[src/rtl/dac_ser_pkg.sv]
// Shared types for the DAC frame serializer: sample width, FSM states and
// the stereo sample pair stored in the FIFO and shifted onto the pin.
package dac_ser_pkg;

    localparam int SAMPLE_W = 16;

    typedef enum logic [1:0] {
        IDLE = 2'd0,
        RUN  = 2'd1,
        STOP = 2'd2
    } ser_state_t;

    typedef struct packed {
        logic [SAMPLE_W-1:0] left;
        logic [SAMPLE_W-1:0] right;
    } stereo_sample_t;

endpackage

[src/rtl/dac_frame_serializer_if.sv]
// Sample input bundle of the DAC frame serializer.
interface dac_frame_serializer_if;
    import dac_ser_pkg::*;

    // A sample moves on a clk edge where s_valid && s_ready; the source may
    // change s_left/s_right freely while s_valid is low.
    logic                s_valid;
    logic                s_ready;
    logic [SAMPLE_W-1:0] s_left;
    logic [SAMPLE_W-1:0] s_right;

    modport master (output s_valid, output s_left, output s_right, input s_ready);
    modport slave  (input s_valid, input s_left, input s_right, output s_ready);

endinterface

[src/rtl/sync_sample_fifo.sv]
// Single-clock FIFO of stereo sample pairs with a registered occupancy count.
// DEPTH must be a power of two so the pointers wrap naturally.
module sync_sample_fifo
    import dac_ser_pkg::*;
#(
    parameter int DEPTH = 4,
    localparam int AW = $clog2(DEPTH)
) (
    input  logic           clk,
    input  logic           reset,
    input  logic           push_i,
    input  stereo_sample_t push_data_i,
    input  logic           pop_i,
    output stereo_sample_t head_o,
    output logic [AW:0]    level_o,
    output logic           full_o,
    output logic           empty_o
);

    stereo_sample_t mem_q [DEPTH];
    logic [AW-1:0]  wr_ptr_q, rd_ptr_q;
    logic [AW:0]    level_q;
    logic           do_push, do_pop;

    assign full_o  = (level_q == (AW+1)'(DEPTH));
    assign empty_o = (level_q == '0);
    assign do_push = push_i && !full_o;
    assign do_pop  = pop_i && !empty_o;
    assign head_o  = mem_q[rd_ptr_q];
    assign level_o = level_q;

    always_ff @(posedge clk or negedge reset) begin
        if (!reset) begin
            wr_ptr_q <= '0;
            rd_ptr_q <= '0;
            level_q  <= '0;
        end else begin
            if (do_push) wr_ptr_q <= wr_ptr_q + AW'(1);
            if (do_pop)  rd_ptr_q <= rd_ptr_q + AW'(1);
            case ({do_push, do_pop})
                2'b10:   level_q <= level_q + (AW+1)'(1);
                2'b01:   level_q <= level_q - (AW+1)'(1);
                default: level_q <= level_q;
            endcase
        end
    end

    // Storage carries no reset; only the pointers and level define validity.
    always_ff @(posedge clk) begin
        if (do_push) mem_q[wr_ptr_q] <= push_data_i;
    end

endmodule

[src/rtl/dac_frame_serializer.sv]
// Buffers stereo samples and serializes them to the codec in DSP mode B,
// generating BCLK/DACLRC/DACDAT from clk. Option: DAC_UNDERRUN_HOLD_EN.
module dac_frame_serializer
    import dac_ser_pkg::*;
#(
    parameter int BCLK_DIV    = 8,
    parameter int FRAME_BCLKS = 64,
    parameter int FIFO_DEPTH  = 4
) (
    input  logic                          clk,
    input  logic                          reset,
    input  logic                          enable,
    dac_frame_serializer_if.slave         s_if,
    output logic                          bclk,
    output logic                          dac_lrck,
    output logic                          dac_data,
    output logic [$clog2(FIFO_DEPTH):0]   fifo_level,
    output logic                          underrun,
    output ser_state_t                    dbg_state
);

    localparam int DIV_W   = (BCLK_DIV > 2) ? $clog2(BCLK_DIV) : 1;
    localparam int BIT_W   = $clog2(FRAME_BCLKS);
    localparam int FRAME_W = 2 * SAMPLE_W;
    localparam logic [DIV_W-1:0] DIV_MAX = DIV_W'(BCLK_DIV - 1);
    localparam logic [BIT_W-1:0] BIT_MAX = BIT_W'(FRAME_BCLKS - 1);

    ser_state_t          state_q, state_d;
    logic [DIV_W-1:0]    div_cnt_q, div_cnt_d;
    logic [BIT_W-1:0]    bit_cnt_q, bit_cnt_d;
    logic [FRAME_W-1:0]  shift_q, shift_d;
    logic                bclk_q, bclk_d;
    logic                lrck_q, lrck_d;
    logic                data_q, data_d;
    logic                underrun_q, underrun_d;

    logic                tick, fall, wrap, pop;
    logic                fifo_full, fifo_empty;
    stereo_sample_t      fifo_head, underrun_fill, frame_src;
    logic [FRAME_W-1:0]  frame_bits;

    sync_sample_fifo #(.DEPTH(FIFO_DEPTH)) u_fifo (
        .clk         (clk),
        .reset       (reset),
        .push_i      (s_if.s_valid && s_if.s_ready),
        .push_data_i ({s_if.s_left, s_if.s_right}),
        .pop_i       (pop),
        .head_o      (fifo_head),
        .level_o     (fifo_level),
        .full_o      (fifo_full),
        .empty_o     (fifo_empty)
    );

    assign s_if.s_ready = !fifo_full;

`ifdef DAC_UNDERRUN_HOLD_EN
    stereo_sample_t hold_q, hold_d;

    always_comb begin
        hold_d = hold_q;
        if (pop) hold_d = fifo_head;
    end

    always_ff @(posedge clk or negedge reset) begin
        if (!reset) hold_q <= '0;
        else        hold_q <= hold_d;
    end

    assign underrun_fill = hold_q;
`else
    assign underrun_fill = '0;
`endif

    assign frame_src  = fifo_empty ? underrun_fill : fifo_head;
    assign frame_bits = frame_src;

    // A fall event is the divider wrap while bclk is high; wrap marks the
    // fall that begins a new frame (bit counter rolling over to 0).
    assign tick = (div_cnt_q == DIV_MAX);
    assign fall = tick && bclk_q;
    assign wrap = fall && (bit_cnt_q == BIT_MAX);

    always_comb begin
        state_d    = state_q;
        div_cnt_d  = div_cnt_q;
        bit_cnt_d  = bit_cnt_q;
        shift_d    = shift_q;
        bclk_d     = bclk_q;
        lrck_d     = lrck_q;
        data_d     = data_q;
        underrun_d = 1'b0;
        pop        = 1'b0;
        case (state_q)
            IDLE: begin
                bclk_d    = 1'b0;
                lrck_d    = 1'b0;
                data_d    = 1'b0;
                div_cnt_d = '0;
                bit_cnt_d = BIT_MAX;
                if (enable) state_d = RUN;
            end
            RUN, STOP: begin
                if (state_q == STOP && !enable && wrap) begin
                    state_d   = IDLE;
                    bclk_d    = 1'b0;
                    lrck_d    = 1'b0;
                    data_d    = 1'b0;
                    div_cnt_d = '0;
                    bit_cnt_d = BIT_MAX;
                end else begin
                    state_d   = enable ? RUN : STOP;
                    div_cnt_d = tick ? '0 : div_cnt_q + DIV_W'(1);
                    if (tick) bclk_d = !bclk_q;
                    if (fall) begin
                        lrck_d = wrap;
                        if (wrap) begin
                            bit_cnt_d  = '0;
                            pop        = !fifo_empty;
                            underrun_d = fifo_empty;
                            data_d     = frame_bits[FRAME_W-1];
                            shift_d    = {frame_bits[FRAME_W-2:0], 1'b0};
                        end else begin
                            // Zero fill shifts in behind the right sample for the pad bits.
                            bit_cnt_d = bit_cnt_q + BIT_W'(1);
                            data_d    = shift_q[FRAME_W-1];
                            shift_d   = {shift_q[FRAME_W-2:0], 1'b0};
                        end
                    end
                end
            end
            default: state_d = IDLE;
        endcase
    end

    always_ff @(posedge clk or negedge reset) begin
        if (!reset) begin
            state_q    <= IDLE;
            div_cnt_q  <= '0;
            bit_cnt_q  <= BIT_MAX;
            shift_q    <= '0;
            bclk_q     <= 1'b0;
            lrck_q     <= 1'b0;
            data_q     <= 1'b0;
            underrun_q <= 1'b0;
        end else begin
            state_q    <= state_d;
            div_cnt_q  <= div_cnt_d;
            bit_cnt_q  <= bit_cnt_d;
            shift_q    <= shift_d;
            bclk_q     <= bclk_d;
            lrck_q     <= lrck_d;
            data_q     <= data_d;
            underrun_q <= underrun_d;
        end
    end

    assign bclk      = bclk_q;
    assign dac_lrck  = lrck_q;
    assign dac_data  = data_q;
    assign underrun  = underrun_q;
    assign dbg_state = state_q;

endmodule

[src/flat_wrapper.sv]
// flat-port wrapper written by rule: the top's interface ports become plain ports
module dac_frame_serializer_flat import dac_ser_pkg::*;
#(
    parameter int BCLK_DIV    = 8,
    parameter int FRAME_BCLKS = 64,
    parameter int FIFO_DEPTH  = 4
)
  (clk, reset, enable, bclk, dac_lrck, dac_data, fifo_level, underrun, dbg_state, s_if_s_valid, s_if_s_left, s_if_s_right, s_if_s_ready);
  dac_frame_serializer_if s_if_i ();
  input  logic clk;
  input  logic reset;
  input  logic enable;
  output logic bclk;
  output logic dac_lrck;
  output logic dac_data;
  output logic [$clog2(FIFO_DEPTH):0] fifo_level;
  output logic underrun;
  output ser_state_t dbg_state;
  input wire logic [$bits(s_if_i.s_valid)-1:0] s_if_s_valid;
  input wire logic [$bits(s_if_i.s_left)-1:0] s_if_s_left;
  input wire logic [$bits(s_if_i.s_right)-1:0] s_if_s_right;
  output wire logic [$bits(s_if_i.s_ready)-1:0] s_if_s_ready;
  assign s_if_i.s_valid = s_if_s_valid;
  assign s_if_i.s_left = s_if_s_left;
  assign s_if_i.s_right = s_if_s_right;
  assign s_if_s_ready = s_if_i.s_ready;
  dac_frame_serializer #(.BCLK_DIV(BCLK_DIV), .FRAME_BCLKS(FRAME_BCLKS), .FIFO_DEPTH(FIFO_DEPTH)) u_core (.clk(clk), .reset(reset), .enable(enable), .s_if(s_if_i), .bclk(bclk), .dac_lrck(dac_lrck), .dac_data(dac_data), .fifo_level(fifo_level), .underrun(underrun), .dbg_state(dbg_state));
endmodule
[config.mk]
export PLATFORM = sky130hd
export DESIGN_NAME = dac_frame_serializer_flat
export DESIGN_NICKNAME = d
export VERILOG_FILES = /design/src/rtl/dac_ser_pkg.sv /design/src/rtl/dac_frame_serializer_if.sv /design/src/rtl/sync_sample_fifo.sv /design/src/rtl/dac_frame_serializer.sv /design/src/flat_wrapper.sv
export SDC_FILE = /design/constraint.sdc
export NUM_CORES = 1
export LEC_CHECK = 0
export CAP_MARGIN = 15
export CELL_PAD_IN_SITES_DETAIL_PLACEMENT = 0
export CELL_PAD_IN_SITES_GLOBAL_PLACEMENT = 1
export CORE_UTILIZATION = 50
export CTS_CLUSTER_DIAMETER = 30
export DETAILED_ROUTE_END_ITERATION = 10
export PLACE_DENSITY_LB_ADDON = 0.1
export SLEW_MARGIN = 30
export SYNTH_ARGS = -nofsm -noshare
export SYNTH_HDL_FRONTEND = slang
export SYNTH_SLANG_ARGS = --single-unit
[constraint.sdc]
create_clock -name clk -period 3.01 [get_ports clk]
set_input_delay 0.602 -clock clk [delete_from_list [all_inputs] [get_ports clk]]
set_output_delay 0.602 -clock clk [all_outputs]
set_load 0.03 [all_outputs]
Word level (Yosys, flattened, before mapping)

Memories as Yosys holds them, arrays and structs flattened.
Cells that the tools add are included.

Register bits after elaboration: 54
Memory bits (writable): 128
Input port bits: 36
Output and inout bits: 10
Word-level logic and storage cells: 82
Memories: 1

Memory list:

| name                | depth | bits a word | rd ports | clocked after Yosys merged registers in | write ports | RTL line               | source |
|---|---|---|---|---|---|---|---|
| u_core.u_fifo.mem_q | 4     | 32          | 1        | 0                                       | 1           | sync_sample_fifo.sv:20 | `stereo_sample_t mem_q [DEPTH];` |

Add/sub/neg operators: 6
Equality and inequality tests: 10
Multiplexer cells: 34
Bitwise gates (word level): 1
Reductions and logical operators: 19

Operator list:

| cell                                                               | count |
|---|---|
| 32-bit two-way mux                                                 | 2 |
| 6-bit two-way mux                                                  | 3 |
| 1-bit two-way mux                                                  | 17 |
| 3-bit one-hot mux with 2 select lines                              | 2 |
| 6-bit one-hot mux with 2 select lines                              | 1 |
| 1-bit logical AND                                                  | 7 |
| 3-bit by 1-bit adder with 3-bit output, second input constant      | 2 |
| 6-bit by 1-bit adder with 6-bit output, second input constant      | 1 |
| 3-bit == test, second input constant                               | 2 |
| 6-bit == test, second input constant                               | 1 |
| 2-bit two-way mux                                                  | 3 |
| 3-bit two-way mux                                                  | 2 |
| 3-bit by 1-bit != test with 1-bit output, second input constant    | 2 |
| 1-bit one-hot mux with 2 select lines                              | 3 |
| 2-bit by 1-bit adder with 2-bit output, second input constant      | 2 |
| 2-bit by 1-bit == test with 1-bit output, second input constant    | 2 |
| 2-bit == test, second input constant                               | 2 |
| 1-bit zero test                                                    | 4 |
| 2-bit one-hot mux with 2 select lines                              | 1 |
| 2-bit AND reduction                                                | 2 |
| 2-bit nonzero test                                                 | 2 |
| 3-bit zero test                                                    | 1 |
| 3-bit AND reduction                                                | 1 |
| 3-bit by 1-bit subtractor with 3-bit output, second input constant | 1 |
| 4 further kinds                                                    | 4 |

Depth between registers and ports, before layout

Word-level depth: 10
Mapped depth: 12

Modules after synthesis

From an unflattened synthesis, not the netlist that was laid out.

Cells, all modules: 464
Area total of the unflattened synthesis: 7652.3 um^2

Modules (own cells, without submodules):

| module               | times used | cells each | area an instance (um^2) | sequential area each (um^2) |
|---|---|---|---|---|
| sync_sample_fifo     | 1          | 205        | 5091.1                  | 4018.9 |
| dac_frame_serializer | 1          | 259        | 2561.2                  | 1158.6 |

Worst setup path after synthesis

OpenSTA, ideal clock, no wires.

Path kind: register -> register
Start: register u_core.bit_cnt_q[0]
End: register u_core.u_fifo.level_q[2] (netlist: u_core.u_fifo.level_o[2])
Arrival: 2.592 ns
Required time: 2.930 ns
Setup slack: 0.338 ns
Stages on the path, launching flop included: 12
Path buffers: 1
Cell sequence: dfstp_2 ha_1 nand2_1 or3_1 buf_6 nor3_4 ha_1 inv_1 fa_1 xor2_1 nor2_1 xor2_1

Longest elaborated chain between the ends: 9
Elaborated cells on any way between the ends: 12

RTL lines:

| what                                                                               | RTL line                    | source |
|---|---|---|
| start: declaration                                                                 | dac_frame_serializer.sv:30  | `logic [BIT_W-1:0] bit_cnt_q, bit_cnt_d;` |
| start signal: assignment                                                           | dac_frame_serializer.sv:148 | `bit_cnt_q <= bit_cnt_d;` |
| 6-bit == test (*)                                                                  | dac_frame_serializer.sv:81  | `assign wrap = fall && (bit_cnt_q == BIT_MAX);` |
| 1-bit logical AND (*)                                                              | dac_frame_serializer.sv:81  |  |
| 1-bit two-way mux                                                                  | dac_frame_serializer.sv:116 | `if (wrap) begin` |
| 1-bit two-way mux                                                                  | dac_frame_serializer.sv:114 | `if (fall) begin` |
| 1-bit two-way mux (*)                                                              | dac_frame_serializer.sv:103 | `if (state_q == STOP && !enable && wrap) begin` |
| 1-bit two-way mux (*)                                                              | dac_frame_serializer.sv:93  | `case (state_q)` |
| 1-bit logical AND (*)                                                              | sync_sample_fifo.sv:28      | `assign do_pop = pop_i && !empty_o;` |
| named net u_core.u_fifo.do_pop                                                     | sync_sample_fifo.sv:23      | `logic do_push, do_pop;` |
| 2-bit by 1-bit == test with 1-bit output / 2-bit == test (equally long branches)   | sync_sample_fifo.sv:40      | `case ({do_push, do_pop})` |
| 3-bit one-hot mux with 2 select lines / 2-bit nonzero test (equally long branches) | --                          |  |
| end signal: assignment                                                             | sync_sample_fifo.sv:41      | `2'b10: level_q <= level_q + (AW+1)'(1);` |
| end signal: assignment                                                             | sync_sample_fifo.sv:42      | `2'b01: level_q <= level_q - (AW+1)'(1);` |
| end signal: assignment                                                             | sync_sample_fifo.sv:43      | `default: level_q <= level_q;` |
| end: declaration                                                                   | sync_sample_fifo.sv:22      | `logic [AW:0] level_q;` |

The timed path passes the listed nets; every way through them passes the cells marked *.
A chain may end at the register's enable or synchronous reset.

Worst setup path after layout

Start: register u_core.div_cnt_q[0]
End: register u_core.u_fifo.level_q[2] (netlist: u_core.u_fifo.level_o[2])

Longest elaborated chain between the ends: 10
Elaborated cells on any way between the ends: 13

RTL lines:

| what                                                                               | RTL line                    | source |
|---|---|---|
| start: declaration                                                                 | dac_frame_serializer.sv:29  | `logic [DIV_W-1:0] div_cnt_q, div_cnt_d;` |
| start signal: assignment                                                           | dac_frame_serializer.sv:147 | `div_cnt_q <= div_cnt_d;` |
| 3-bit == test (*)                                                                  | dac_frame_serializer.sv:79  | `assign tick = (div_cnt_q == DIV_MAX);` |
| 1-bit logical AND (*)                                                              | dac_frame_serializer.sv:80  | `assign fall = tick && bclk_q;` |
| 1-bit logical AND                                                                  | dac_frame_serializer.sv:81  |  |
| 1-bit two-way mux                                                                  | dac_frame_serializer.sv:116 |  |
| 1-bit two-way mux                                                                  | dac_frame_serializer.sv:114 |  |
| 1-bit two-way mux (*)                                                              | dac_frame_serializer.sv:103 |  |
| 1-bit two-way mux (*)                                                              | dac_frame_serializer.sv:93  |  |
| 1-bit logical AND (*)                                                              | sync_sample_fifo.sv:28      |  |
| named net u_core.u_fifo.do_pop                                                     | sync_sample_fifo.sv:23      |  |
| 2-bit by 1-bit == test with 1-bit output / 2-bit == test (equally long branches)   | sync_sample_fifo.sv:40      |  |
| 3-bit one-hot mux with 2 select lines / 2-bit nonzero test (equally long branches) | --                          |  |

Marked as above.

==> reports/summary.txt <==
status = finished, final reports clean
Fmax achieved = 370 MHz
Residual DRC = 0
Nets = 539
cts repair resizes = 0
share of the clock period used by the worst path = 0.899
die height = 123 um
dpl hpwl = 7510 um
slew margin rel. = 0.464
Async S/R FF share, synth = 0.293
mux contribution to synthesized area = 0.104
worst slew pin tran = 805 ps
FF+latch count, synth = 181
Synth area leaders = edfxtp_1, dfrtp_1, mux4_2
pin count of the biggest net entering global routing = 54
Die W = 123 um
share of layout cells above drive strength 1 = 0.173
peak supply drop = 0.000420 V
clock root cell = clkbuf_16
CP endpoint kind = flip-flop
most used cell, CP = ha_1
Routed WL = 12900 um
initial antenna violation count = 0
CP startpoint kind = flip-flop
Bufs and invs on worst path = 1
ys flop type = edfxtp_1
first-pass GRT wire length = 20900 um
core outline area = 0.0140 mm^2
Num Clock Sinks = 181
Post-Synth XOR/XNOR Area = 0.00723
Mean Syn Cell Area = 16.6 um^2
Post-CTS Setup Inserts = 0
total track usage = 0.193
vias in the first global route = 3931
critical path required time = 3350 ps
maxcap violations = 0
grt ovf = 0
IO Count = 46
via count = 3864
Ys Warns = 0
CP max FO = 7
worst path arrival time = 3050 ps
CTS buffer count = 17
clock slew at reported path FFs = 60 ps
crit path cell chain = ha_1 -> ha_1 -> nand2_1 -> or3_1 -> nor3_4 -> ha_1 -> inv_1 -> fa_1 -> xor2_1 -> nor2_1 -> xor2_1
worst min path class = in2async
Slowest cell on crit path = or3_1
area of the mapped netlist = 0.00727 mm^2
most frequent cells in the layout = edfxtp_1, dfrtp_1, clkdlybuf4s50_1, a21oi_1, nor2_1
Crit path largest cell delay = 410 ps
clock buffer depth = 2
type of the worst setup path = reg2reg
area leader, netlist = edfxtp_1
via/cell ratio = 5.66
EDFF count, synth = 128
1st-pass router iterations = 4
Syn Inst Count = 438
fin. max-slew vios = 0
fin crit period = 2710 ps
hold buffer count at cts = 0
# rows = 43
Synth Area in Compound Gates = 0.0783
Worst-Skew Late Latency = 420 ps
routability congestion estimate = 0.818
Layout area overhead = 17.2%
PD cells = 759 mW/mm^2
Routed Antenna Nets = 0
Post-Layout Inst Area = 0.00852 mm^2
TritonCTS clock tree = yes
Total Die Area = 0.0150 mm^2
Seq/Total Area, Yosys = 0.712
Yosys top cell area share = 0.529
cell family with most CP delay = adder cells
Setup TNS = 0 ps
Synth Area in Simple Gates = 0.0525
H-tree Lvls = 4
largest family of logic cells by synthesized area = multiplexers
Pleak = 3.06 nW
DR iter-0 viols = 332
Setup-failing EPs final = 0
starting density of the core = 0.518
post-synthesis adder-cell area fraction = 0.0217
cell area after placement = 0.00796 mm^2
Ant. Diodes = 0
RSZ-0062 raised after global routing = no
PortBufs = 45
commonest non-fill, non-tap cell in the layout = edfxtp_1
Worst Skew = 6.84 ps
Avg WL per Cell = 18.8 um
Synthesized Nets = 486
Yosys cell types = 43
final hold vios = 0
-- synthesized netlist by cell type (3+ instances only) --
| cell type | number |
|---|---|
| dfrtp_1 | 47 |
| clkbuf_1 | 13 |
| nand3_1 | 4 |
| xnor2_1 | 3 |
| ha_1 | 11 |
| dfstp_2 | 6 |
| nand2_1 | 15 |
| edfxtp_1 | 128 |
| a22oi_1 | 30 |
| buf_2 | 8 |
| o21ai_0 | 6 |
| xor2_1 | 3 |
| inv_1 | 11 |
| mux4_2 | 32 |
| nor3_1 | 3 |
| nor2_1 | 37 |
| buf_6 | 4 |
| o31ai_1 | 3 |
| a21oi_1 | 38 |
| and3_1 | 5 |
-- area by class of cell --
class                   instances  area (um^2)
fillers                      1025         5520
flip-flops and latches        181         5180
multi-input cells             221         1920
repair buffers                 59          588
clock buffers                  18          429
well taps                     180          225
clock inverters                13          133
inverters                      11         41.3
-- sequential cells by signal (all words and copies together), names as in the netlist --
signal and cells:
u_core.u_fifo.mem_q 128, u_core.shift_q 31, u_core.bit_cnt_q 6, u_core.div_cnt_q 3, u_core.u_fifo.level_o 3, u_core.dbg_state 2
u_core.u_fifo.rd_ptr_q 2, u_core.u_fifo.wr_ptr_q 2, u_core.bclk 1, u_core.dac_data 1, u_core.dac_lrck 1, u_core.underrun 1
-- per-stage QoR --
step                      worst slack, ps  power [mW]  cells  hold WS, ps  utilization
after floorplan                       338        3.98    438          306            -
after global placement                330        4.41    652          465        0.567
after detailed placement              280        4.43    652          474        0.567
after CTS                             279        6.55    683          324        0.607
after global routing                  150        6.77    683          348        0.607
final                                 304        6.47    683          293        0.607
-- layer usage --
| metal | track usage | vias to the layer above | wire [um] |
|---|---|---|---|
| li1 | - | 1806 | - |
| met3 | 0.0507 | 10 | 504 |
| met2 | 0.296 | 83 | 6300 |
| met1 | 0.267 | 1965 | 5940 |
| met5 | 0 | - | 0 |
| met4 | 0.0663 | 0 | 114 |
-- cells by family after synthesis --
logic type,count (synthesis)
muxes,35
xor gates and xnor gates,6
and+or+nand+nor,78
adders and majority gates,12
buffers and inverters,36
AOI/OAI and AO/OA,90
DFF,181
-- power by group --
part | switching [mW] | internal (mW)
Clock | 0.891 | 1.21
Combinational | 0.683 | 0.412
Sequential | 0.136 | 3.13
-- path summary, 6_finish.rpt --
check,startpoint,to,slack (ps),cells after the start
min in group clk,u_core.div_cnt_q[2],u_core.div_cnt_q[2],480,2
min,reset,u_core.dbg_state[1],290,2
max reg2reg,u_core.div_cnt_q[0],u_core.u_fifo.level_o[2],300,11
max,u_core.div_cnt_q[0],u_core.u_fifo.level_o[2],300,11
min reg2reg,u_core.div_cnt_q[2],u_core.div_cnt_q[2],480,2
max in group asynchronous,reset,u_core.u_fifo.rd_ptr_q[0],2200,2
(Power assumes the default switching activity.)
